===== config.mk =====
export PLATFORM = sky130hd
export DESIGN_NAME = z80_io_responder_flat
export DESIGN_NICKNAME = d
export VERILOG_FILES = /design/src/rtl/z80_io_responder_if.sv /design/src/rtl/z80_io_responder.sv /design/src/flat_wrapper.sv
export SDC_FILE = /design/constraint.sdc
export NUM_CORES = 1
export LEC_CHECK = 0
export ABC_AREA = 1
export CAP_MARGIN = 20
export CORE_ASPECT_RATIO = 0.5
export CORE_MARGIN = 5
export CORE_UTILIZATION = 50
export DETAILED_ROUTE_END_ITERATION = 8
export HOLD_SLACK_MARGIN = 0.03
export PLACE_DENSITY = 0.75
export SLEW_MARGIN = 40
export SYNTH_ARGS = -nofsm -noshare
export SYNTH_HDL_FRONTEND = slang
export SYNTH_SLANG_ARGS = --single-unit

===== constraint.sdc =====
create_clock -name CLK -period 2.4 [get_ports CLK]
set_clock_uncertainty 0.1 [all_clocks]
set_input_delay 0.48 -clock CLK [delete_from_list [all_inputs] [get_ports CLK]]
set_output_delay 0.48 -clock CLK [all_outputs]
set_load 0.05 [all_outputs]

===== src/rtl/z80_io_responder_if.sv =====
// ============================================================================
// Module      : z80_io_responder_if
// Description : Z80 I/O bus bundle; the shared data bus is resolved here
// Revision    : 1.0 - initial release
// ============================================================================
`default_nettype none

interface z80_io_responder_if;
    logic [15:0] A;
    logic        nIORQ;
    logic        nRD;
    logic        nWR;
    logic        nM1;
    logic        nWAIT;
    logic        nINT;
    logic [7:0]  d_cpu;
    logic        d_cpu_oe;
    logic [7:0]  d_out;
    logic        d_oe;
    wire  [7:0]  D;

    // Undriven bus floats high through pull-ups; d_oe is the responder's hi-Z flag
    assign D = d_oe ? d_out : (d_cpu_oe ? d_cpu : 8'hFF);

    modport slave (
        input  A, nIORQ, nRD, nWR, nM1, D,
        output nWAIT, nINT, d_out, d_oe
    );

    modport master (
        output A, nIORQ, nRD, nWR, nM1, d_cpu, d_cpu_oe,
        input  D, nWAIT, nINT, d_oe
    );
endinterface

`default_nettype wire


===== src/rtl/z80_io_responder.sv =====
// ============================================================================
// Module      : z80_io_responder
// Description : 4-port Z80 I/O target with wait states and mode-2 interrupt
// Revision    : 1.0 - initial release
// ============================================================================
`default_nettype none

module z80_io_responder #(
    parameter logic [7:0] BASE_PORT   = 8'h40,
    parameter int         WAIT_STATES = 1,
    parameter logic [7:0] INT_VECTOR  = 8'hFF
) (
    input  wire              CLK,
    input  wire              nRESET,
    z80_io_responder_if.slave bus,
    input  wire              irq_req,
    output logic             irq_pending
);
    typedef enum logic [1:0] {
        S_IDLE   = 2'd0,
        S_WAIT   = 2'd1,
        S_ACTIVE = 2'd2,
        S_DONE   = 2'd3
    } state_t;

    localparam logic [2:0] c_wait_states = 3'(WAIT_STATES);
    localparam logic       c_zero_wait   = (WAIT_STATES == 0);

    state_t     r_state, w_state_next;
    logic [2:0] r_wcnt;
    logic [1:0] r_sel;
    logic       r_rd, r_wr, r_inta;
    logic [7:0] r_data, r_vector, r_count, r_d_out;
    logic       r_ie, r_pend, r_d_oe, r_nwait, r_nint;

    logic       w_hit, w_inta_req, w_idle;
    logic       w_cur_rd, w_cur_wr, w_cur_inta;
    logic [1:0] w_cur_sel;
    logic       w_enter_active, w_finish, w_write, w_pend_clr;
    logic [7:0] w_rd_mux;
    logic       w_unused_addr_hi;

    assign w_unused_addr_hi = &{1'b0, bus.A[15:8]};

    assign w_hit      = ~bus.nIORQ & bus.nM1 & (~bus.nRD | ~bus.nWR)
                        & (bus.A[7:2] == BASE_PORT[7:2]);
    assign w_inta_req = ~bus.nIORQ & ~bus.nM1;
    assign w_idle     = (r_state == S_IDLE);

    // With zero wait states ACTIVE is entered straight from the decode edge,
    // so the cycle type must come from the live bus rather than the latches.
    assign w_cur_rd   = w_idle ? (w_hit & ~bus.nRD)            : r_rd;
    assign w_cur_wr   = w_idle ? (w_hit & ~bus.nWR & bus.nRD)  : r_wr;
    assign w_cur_inta = w_idle ? w_inta_req                    : r_inta;
    assign w_cur_sel  = w_idle ? bus.A[1:0]                    : r_sel;

    always_comb begin
        w_state_next   = r_state;
        w_enter_active = 1'b0;
        w_finish       = 1'b0;
        case (r_state)
            S_IDLE: begin
                if (w_hit | w_inta_req) begin
                    if (c_zero_wait) begin
                        w_state_next   = S_ACTIVE;
                        w_enter_active = 1'b1;
                    end else begin
                        w_state_next = S_WAIT;
                    end
                end
            end
            S_WAIT: begin
                if (bus.nIORQ) begin
                    w_state_next = S_IDLE;
                end else if (r_wcnt == 3'd1) begin
                    w_state_next   = S_ACTIVE;
                    w_enter_active = 1'b1;
                end
            end
            S_ACTIVE: begin
                w_state_next = bus.nIORQ ? S_IDLE : S_DONE;
            end
            S_DONE: begin
                if (bus.nIORQ) begin
                    w_state_next = S_IDLE;
                    w_finish     = 1'b1;
                end
            end
            default: w_state_next = S_IDLE;
        endcase
    end

    always_comb begin
        w_rd_mux = r_data;
        case (w_cur_sel)
            2'd0:    w_rd_mux = r_data;
            2'd1:    w_rd_mux = {6'b0, r_pend, r_ie};
            2'd2:    w_rd_mux = r_vector;
            default: w_rd_mux = r_count;
        endcase
    end

    assign w_write    = w_enter_active & w_cur_wr;
    assign w_pend_clr = (w_write & (w_cur_sel == 2'd1) & bus.D[1])
                        | (w_finish & r_inta);

    always_ff @(posedge CLK or negedge nRESET) begin
        if (!nRESET) begin
            r_state <= S_IDLE;
        end else begin
            r_state <= w_state_next;
        end
    end

    always_ff @(posedge CLK or negedge nRESET) begin
        if (!nRESET) begin
            r_wcnt   <= 3'd0;
            r_sel    <= 2'd0;
            r_rd     <= 1'b0;
            r_wr     <= 1'b0;
            r_inta   <= 1'b0;
            r_data   <= 8'h00;
            r_vector <= INT_VECTOR;
            r_count  <= 8'h00;
            r_ie     <= 1'b0;
            r_pend   <= 1'b0;
            r_d_out  <= 8'h00;
            r_d_oe   <= 1'b0;
            r_nwait  <= 1'b1;
            r_nint   <= 1'b1;
        end else begin
            if (w_idle) begin
                r_wcnt <= c_wait_states;
                r_sel  <= w_cur_sel;
                r_rd   <= w_cur_rd;
                r_wr   <= w_cur_wr;
                r_inta <= w_cur_inta;
            end else if (r_state == S_WAIT) begin
                r_wcnt <= r_wcnt - 3'd1;
            end

            if (w_write) begin
                case (w_cur_sel)
                    2'd0:    r_data   <= bus.D;
                    2'd1:    r_ie     <= bus.D[0];
                    2'd2:    r_vector <= bus.D;
                    default: ;
                endcase
            end

            if (w_finish & (r_rd | r_wr)) begin
                r_count <= r_count + 8'd1;
            end

            // A fresh request on the clearing edge keeps the flag set
            r_pend <= irq_req | (r_pend & ~w_pend_clr);
            r_nint <= ~(r_pend & r_ie) | (w_pend_clr & ~irq_req);

            if (w_enter_active) begin
                r_d_oe  <= w_cur_rd | w_cur_inta;
                r_d_out <= w_cur_inta ? r_vector : w_rd_mux;
            end else if (w_state_next == S_IDLE) begin
                r_d_oe <= 1'b0;
            end

            r_nwait <= (w_state_next != S_WAIT);
        end
    end

    assign bus.nWAIT  = r_nwait;
    assign bus.nINT   = r_nint;
    assign bus.d_out  = r_d_out;
    assign bus.d_oe   = r_d_oe;
    assign irq_pending = r_pend;

endmodule

`default_nettype wire

===== src/flat_wrapper.sv =====
// flat-port wrapper written by rule: the top's interface ports become plain ports
module z80_io_responder_flat 
#(
    parameter logic [7:0] BASE_PORT   = 8'h40,
    parameter int         WAIT_STATES = 1,
    parameter logic [7:0] INT_VECTOR  = 8'hFF
)
  (CLK, nRESET, irq_req, irq_pending, bus_A, bus_nIORQ, bus_nRD, bus_nWR, bus_nM1, bus_nWAIT, bus_nINT, bus_d_out, bus_d_oe);
  z80_io_responder_if bus_i ();
  input  wire CLK;
  input  wire nRESET;
  input  wire irq_req;
  output logic irq_pending;
  input wire logic [$bits(bus_i.A)-1:0] bus_A;
  input wire logic [$bits(bus_i.nIORQ)-1:0] bus_nIORQ;
  input wire logic [$bits(bus_i.nRD)-1:0] bus_nRD;
  input wire logic [$bits(bus_i.nWR)-1:0] bus_nWR;
  input wire logic [$bits(bus_i.nM1)-1:0] bus_nM1;
  output wire logic [$bits(bus_i.nWAIT)-1:0] bus_nWAIT;
  output wire logic [$bits(bus_i.nINT)-1:0] bus_nINT;
  output wire logic [$bits(bus_i.d_out)-1:0] bus_d_out;
  output wire logic [$bits(bus_i.d_oe)-1:0] bus_d_oe;
  assign bus_i.A = bus_A;
  assign bus_i.nIORQ = bus_nIORQ;
  assign bus_i.nRD = bus_nRD;
  assign bus_i.nWR = bus_nWR;
  assign bus_i.nM1 = bus_nM1;
  assign bus_nWAIT = bus_i.nWAIT;
  assign bus_nINT = bus_i.nINT;
  assign bus_d_out = bus_i.d_out;
  assign bus_d_oe = bus_i.d_oe;
  z80_io_responder #(.BASE_PORT(BASE_PORT), .WAIT_STATES(WAIT_STATES), .INT_VECTOR(INT_VECTOR)) u_core (.CLK(CLK), .nRESET(nRESET), .bus(bus_i), .irq_req(irq_req), .irq_pending(irq_pending));
endmodule

=== After elaboration in Yosys (flattened, before gate mapping) ===
Index checks and enable logic that the tools add are counted.

* Add/sub/neg operators: 2
* Shifts and indexed selects: 0
* Order comparisons: 0
* Equality and inequality tests: 8
* Div/mod/pow operators: 0
* Bitwise gates (word level): 29
* Multipliers: 0
* Reductions and logical operators: 8
* Mux-type cells: 23

{| class="wikitable"
|+ Operator list
! operator !! number
|-
| 8-bit 2-to-1 mux || 3
|-
| 8-bit one-hot mux with 3 select lines || 1
|-
| 1-bit AND || 15
|-
| 2-bit 2-to-1 mux || 6
|-
| 1-bit 2-to-1 mux || 10
|-
| 8-bit by 1-bit adder with 8-bit output (second input constant) || 1
|-
| 2-bit one-hot mux with 4 select lines || 1
|-
| 1-bit inverter || 7
|-
| 1-bit bitwise OR || 7
|-
| 2-bit == test (second input constant) || 3
|-
| 6-bit by 5-bit == test with 1-bit output (second input constant) || 1
|-
| 2-bit zero test || 3
|-
| 3-bit 2-to-1 mux || 2
|-
| 2-bit AND reduction || 3
|-
| 2-bit by 1-bit == test with 1-bit output (second input constant) || 2
|-
| 2-bit nonzero test || 2
|-
| 3-bit by 1-bit == test with 1-bit output (second input constant) || 1
|-
| 3-bit by 1-bit subtractor with 3-bit output (second input constant) || 1
|-
| 2-bit by 1-bit inequality test with 1-bit output (second input constant) || 1
|}

* Word-level logic and storage cells: 85
* ROM bits: 0
* Bits in latches: 0
* Memories kept: 0
* Register bits: 47
* Input port bits: 23
* Memory bits (writable): 0
* Output and inout port bits: 12

=== Longest topological paths before layout ===
* Depth after elaboration: 14
* Mapped depth: 11
* Depth with buffers taken out: 10

=== Worst setup path after synthesis ===
No wires, ideal clock.

* Kind: reg-to-reg
* From: register u_core.r_wcnt[1]
* To: register u_core.r_data[5]
* Slack: 0.791 ns
* Cell stages (with the launch flop): 9
* Arrival time: 1.386 ns
* Library setup time: 0.123 ns
* Clock period less this slack: 1.609 ns
* Path buffers: 1
* Cell sequence: dfrtp_1 inv_1 ha_1 nand2_1 nor2_1 nand4_1 clkbuf_1 o21ai_0 nand2_1

* Longest elaborated chain between the ends: 6

{| class="wikitable"
|+ RTL lines
! element !! RTL line !! text
|-
| from (decl) || z80_io_responder.sv:30 || <nowiki>logic [2:0] r_wcnt;</nowiki>
|-
| from (signal assigned) || z80_io_responder.sv:133 || <nowiki>r_wcnt <= c_wait_states;</nowiki>
|-
| from (signal assigned) || z80_io_responder.sv:139 || <nowiki>r_wcnt <= r_wcnt - 3'd1;</nowiki>
|-
| 3-bit by 1-bit == test with 1-bit output || z80_io_responder.sv:75 || <nowiki>end else if (r_wcnt == 3'd1) begin</nowiki>
|-
| 1-bit 2-to-1 mux || z80_io_responder.sv:75 ||
|-
| 1-bit 2-to-1 mux || z80_io_responder.sv:73 || <nowiki>if (bus.nIORQ) begin</nowiki>
|-
| 1-bit 2-to-1 mux || z80_io_responder.sv:61 || <nowiki>case (r_state)</nowiki>
|-
| 1-bit AND || z80_io_responder.sv:103 || <nowiki>assign w_write = w_enter_active & w_cur_wr;</nowiki>
|-
| 2-bit AND reduction (no line) || n/a ||
|-
| to (signal assigned) || z80_io_responder.sv:144 || <nowiki>2'd0: r_data <= bus.D;</nowiki>
|-
| to (decl) || z80_io_responder.sv:33 || <nowiki>logic [7:0] r_data, r_vector, r_count, r_d_out;</nowiki>
|}

No other way between the ends.
A chain may end at the register's enable or synchronous reset.

=== Worst setup path in the final report ===
* From: register u_core.r_nwait (netlist: u_core.bus.nWAIT)
* To: output bus_nWAIT

{| class="wikitable"
|+ RTL lines
! element !! RTL line !! text
|-
| from (decl) || z80_io_responder.sv:34 || <nowiki>logic r_ie, r_pend, r_d_oe, r_nwait, r_nint;</nowiki>
|-
| from (signal assigned) || z80_io_responder.sv:166 || <nowiki>r_nwait <= (w_state_next != S_WAIT);</nowiki>
|-
| to (decl) || flat_wrapper.sv:19 || <nowiki>output wire logic [$bits(bus_i.nWAIT)-1:0] bus_nWAIT;</nowiki>
|}

No word-level cell between the ends.

==> flow_results.xml <==
<?xml version="1.0" encoding="UTF-8"?>
<metrics>
  <group name="yosys">
    <metric name="synth.lib_cells_used.distinct" unit="">26</metric>
    <metric name="netlist_top_cells_count" unit="">sky130_fd_sc_hd__nand2_1 (101), sky130_fd_sc_hd__dfrtp_1 (37), sky130_fd_sc_hd__o21ai_0 (27)</metric>
    <metric name="synth_edf_count" unit="">0</metric>
    <metric name="yosys_warnings" unit="">9</metric>
    <metric name="synth_top_area_share" unit="">0.4068</metric>
    <metric name="synth.ff_latch_count" unit="">47</metric>
    <metric name="post_synthesis_mean_instance_area" unit="um2">8.014</metric>
    <metric name="yosys.cell_count.top_type" unit="">sky130_fd_sc_hd__nand2_1</metric>
    <metric name="synth_fp_nets" unit="">310</metric>
    <metric name="synth_top_cells_by_area" unit="">sky130_fd_sc_hd__dfrtp_1 (41%), sky130_fd_sc_hd__nand2_1 (17%), sky130_fd_sc_hd__dfstp_2 (12%), sky130_fd_sc_hd__o21ai_0 (5.9%), sky130_fd_sc_hd__nor2_1 (4.0%)</metric>
    <metric name="post_synth_inst_count" unit="">284</metric>
    <metric name="synth_top_cell_by_area" unit="">sky130_fd_sc_hd__dfrtp_1</metric>
    <metric name="synth-async-reset-ratio" unit="">1.000</metric>
    <metric name="leading_register_cell_type_out_of_synthesis" unit="">sky130_fd_sc_hd__dfrtp_1</metric>
    <metric name="post_synth_instance_area" unit="um2">2276</metric>
    <metric name="ys_seq_area_frac" unit="">0.5223</metric>
  </group>
  <group name="critical_path">
    <metric name="timing.critical_path.cells" unit="">clkdlybuf4s50_1</metric>
    <metric name="cp.buffers_inverters" unit="">1</metric>
    <metric name="end_kind" unit="">primary output</metric>
    <metric name="critical_path_required" unit="ps">1820</metric>
    <metric name="slowest_stage_cell_crit_path" unit="">sky130_fd_sc_hd__clkdlybuf4s50_1</metric>
    <metric name="critical_path_at" unit="ps">1610</metric>
    <metric name="setup_crit_path_kind" unit="">reg2out</metric>
    <metric name="critPathLaunchType" unit="">register</metric>
    <metric name="critPathMaxFanout" unit="">1</metric>
    <metric name="critical-path-top-delay-family" unit="">buffers and inverters</metric>
    <metric name="crit_path_max_incr_delay" unit="ps">790</metric>
  </group>
  <group name="timing">
    <metric name="worstMarginPinSlew" unit="ps">569.1</metric>
    <metric name="report.final.slew_viol_count" unit="">0</metric>
    <metric name="fin_tns_setup" unit="ps">0</metric>
    <metric name="hold_slack" unit="ps">41.30</metric>
    <metric name="slew_headroom" unit="">0.6177</metric>
    <metric name="rsz0062_at_grt" unit="">false</metric>
    <metric name="final_min_period_over_clock_period" unit="">0.9131</metric>
    <metric name="setup_viol" unit="">0</metric>
    <metric name="max_freq" unit="MHz">456.3</metric>
    <metric name="layout_min_cycle_time" unit="ps">2191</metric>
    <metric name="hold_viol_final" unit="">0</metric>
  </group>
  <group name="grt">
    <metric name="grt_max_degree" unit="">48</metric>
    <metric name="grt_pass1_vias" unit="">1871</metric>
    <metric name="gr-usage-all-layers" unit="">0.1743</metric>
    <metric name="first_pass_grt_wire_length" unit="mm">8.562</metric>
    <metric name="grt_antenna_before_repair" unit="">0</metric>
    <metric name="globalRouteOverflowTotal" unit="">0</metric>
  </group>
  <group name="pwr">
    <metric name="total_leakage_power" unit="nW">1.378</metric>
    <metric name="worst_ir_drop_vdd" unit="uV">518.4</metric>
    <metric name="swShare" unit="">0.4625</metric>
    <metric name="share_clk_of_total_power" unit="">0.166</metric>
    <metric name="seqPwrFrac" unit="">0.373</metric>
    <metric name="p_sw" unit="W">0.001368</metric>
    <metric name="pwr_density_cell" unit="nW/um2">1080</metric>
    <metric name="power.internal" unit="W">0.001590</metric>
    <metric name="power.share.combinational" unit="">0.461</metric>
  </group>
  <group name="die">
    <metric name="floorplan.die.height" unit="um">57.71</metric>
    <metric name="die_area" unit="um2">6083</metric>
    <metric name="num_rows" unit="">17</metric>
    <metric name="core_area" unit="um2">4403</metric>
    <metric name="pin_count" unit="">35</metric>
    <metric name="floorplan.initialDensity" unit="">0.5169</metric>
    <metric name="fp.dieW" unit="um">105.4</metric>
  </group>
  <group name="drt">
    <metric name="drt_first_pass_iters" unit="">4</metric>
    <metric name="post_drt_via_cell_ratio" unit="">5.129</metric>
    <metric name="drcViolationCount" unit="">0</metric>
    <metric name="antenna_violating_nets_post_route" unit="">0</metric>
    <metric name="routed-via-count" unit="">1944</metric>
    <metric name="route.final.wire_length" unit="mm">5.144</metric>
    <metric name="drt_iter0_drc" unit="">130</metric>
    <metric name="dr_wl_cell" unit="um">13.57</metric>
  </group>
  <group name="clock_network">
    <metric name="worst_skew_pair.late_latency" unit="ps">300</metric>
    <metric name="clkSlewWorstSetupHoldPaths" unit="ps">80</metric>
    <metric name="clkSinkCount" unit="">47</metric>
    <metric name="cts-hold-fix-buffers" unit="">0</metric>
    <metric name="clk_path_buf_depth" unit="">2</metric>
    <metric name="tritoncts.num_buffers" unit="">5</metric>
    <metric name="clk_root_buffer_cell" unit="">sky130_fd_sc_hd__clkbuf_8</metric>
    <metric name="post_cts.resized_instances" unit="">0</metric>
    <metric name="cts.htree.levels" unit="">2</metric>
    <metric name="cts_tree" unit="">yes</metric>
    <metric name="post-cts-setup-buffers" unit="">0</metric>
  </group>
  <group name="layout">
    <metric name="final_cells" unit="">379</metric>
    <metric name="finalCoreUtilization" unit="">0.6221</metric>
    <metric name="area_of_combinational_cells_with_multiple_inputs" unit="um2">980.9</metric>
    <metric name="n_antenna_cell" unit="">0</metric>
    <metric name="area.growth.synth_to_final" unit="%">20.34</metric>
    <metric name="seqCellArea" unit="um2">1189</metric>
    <metric name="layout-drive-gt1-share" unit="">0.1211</metric>
    <metric name="final_nets" unit="">347</metric>
    <metric name="design_area" unit="um2">2739</metric>
    <metric name="filler_cell_count" unit="">391</metric>
  </group>
  <group name="placed_design">
    <metric name="hpwlAfterDp" unit="mm">3.638</metric>
    <metric name="replace_congestion" unit="">0.8327</metric>
    <metric name="detailed_place.area" unit="um2">2648</metric>
    <metric name="placed_cell_count" unit="">371</metric>
    <metric name="portBuffers" unit="">26</metric>
  </group>
  <group name="run">
    <metric name="max_cap_viol_count" unit="">0</metric>
  </group>
  <group name="status">
    <metric name="run_status" unit="">complete, no violations</metric>
  </group>
  <group name="worst_hold_path">
    <metric name="timing.hold.worst.class" unit="">in2async</metric>
  </group>
</metrics>
## cell families (layout without fill, tap and decap cells)
| kind of cell | count (synthesis) | count (layout) | synth area share |
|---|---|---|---|
| xor gates and xnor gates | 6 | 6 | 0.02309 |
| DFF | 47 | 47 | 0.5223 |
| adders and majority gates | 3 | 3 | 0.01649 |
| AOI/OAI and AO/OA | 39 | 39 | 0.08796 |
| buffers and inverters | 26 | 64 | 0.04672 |
| and+or+nand+nor | 163 | 163 | 0.3035 |
## registers in the layout, summed over array words and instances (netlist names), 2 cells and up
signal,flops
u_core.r_vector,8
u_core.r_wcnt,3
u_core.r_data,8
u_core.r_count,8
u_core.bus.d_out,8
u_core.r_sel,2
u_core.r_state,2
## per-stage QoR
| stage | setup slack (ps) | total power (W) |
|---|---|---|
| finish | 208.7 | 0.002959 |
| detailed placement | 109.5 | 0.002463 |
| global placement | 111.8 | 0.002420 |
| global route | 186.7 | 0.003133 |
| floorplan | 790.6 | 0.002028 |
| CTS | 197.2 | 0.002970 |
## worst reg2reg max path: stages, from the launching register on
cell	delay (ps)
sky130_fd_sc_hd__dfrtp_1	360
sky130_fd_sc_hd__inv_1	100
sky130_fd_sc_hd__ha_1	150
sky130_fd_sc_hd__nand2_1	80
sky130_fd_sc_hd__nor3_1	490
sky130_fd_sc_hd__clkinv_1	180
sky130_fd_sc_hd__buf_4	220
sky130_fd_sc_hd__a21oi_1	130
sky130_fd_sc_hd__a21oi_1	80
## power by group through the flow
| stage | Sequential (W) | Clock [W] | Combinational [W] |
|---|---|---|---|
| 2_1_floorplan | 0.00135 | 0 | 0.000679 |
| 4_1_cts | 0.00110 | 0.000508 | 0.00136 |
| 6_report | 0.00110 | 0.000492 | 0.00136 |
| 3_3_place_gp | 0.00110 | 0 | 0.00132 |
| 3_5_place_dp | 0.00111 | 0 | 0.00135 |
| 5_1_grt | 0.00112 | 0.000528 | 0.00148 |
## area by class of cell
| cell class | count | share of cell area |
|---|---|---|
| clock inverters | 1 | 0.001827 |
| flip-flops and latches | 47 | 0.4340 |
| inverters | 23 | 0.03152 |
| multi-input cells | 211 | 0.3582 |
| repair buffers | 33 | 0.1169 |
| well taps | 57 | 0.02604 |
| clock buffers | 7 | 0.03152 |
## layout by cell type (no fill, tap or decap), types with 3 or more instances in the layout
cell and n:
sky130_fd_sc_hd__xor2_1 5, sky130_fd_sc_hd__inv_1 21, sky130_fd_sc_hd__buf_4 6, sky130_fd_sc_hd__clkbuf_8 6, sky130_fd_sc_hd__ha_1 3, sky130_fd_sc_hd__nor2_2 3, sky130_fd_sc_hd__nor3_1 4, sky130_fd_sc_hd__nand2_2 6
sky130_fd_sc_hd__dfrtp_1 37, sky130_fd_sc_hd__nand2_1 101, sky130_fd_sc_hd__nand3_1 17, sky130_fd_sc_hd__dfstp_2 10, sky130_fd_sc_hd__clkdlybuf4s50_1 25, sky130_fd_sc_hd__a21oi_1 10, sky130_fd_sc_hd__o21ai_0 27, sky130_fd_sc_hd__nand4_1 4
sky130_fd_sc_hd__nor2_1 24
## worst paths after layout
check | start | endpoint | slack [ps] | depth (start not counted)
max | u_core.bus.nWAIT | bus_nWAIT | 210 | 1
min in group CLK | u_core.bus.d_oe | u_core.bus.d_oe | 380 | 2
max reg2reg | u_core.r_wcnt[1] | u_core.bus.d_out[4] | 410 | 8
min | nRESET | u_core.bus.d_out[6] | 40 | 2
min reg2reg | u_core.bus.d_oe | u_core.bus.d_oe | 380 | 2
max in group asynchronous | nRESET | u_core.bus.nINT | 1880 | 2
## routing by layer
layer | track usage | wire length, um
met1 | 0.2348 | 2482
met2 | 0.2853 | 2436
met3 | 0.03448 | 156
met4 | 0.05981 | 69
met5 | 0 | 0
Note: power is estimated with default switching activity, not from simulation.
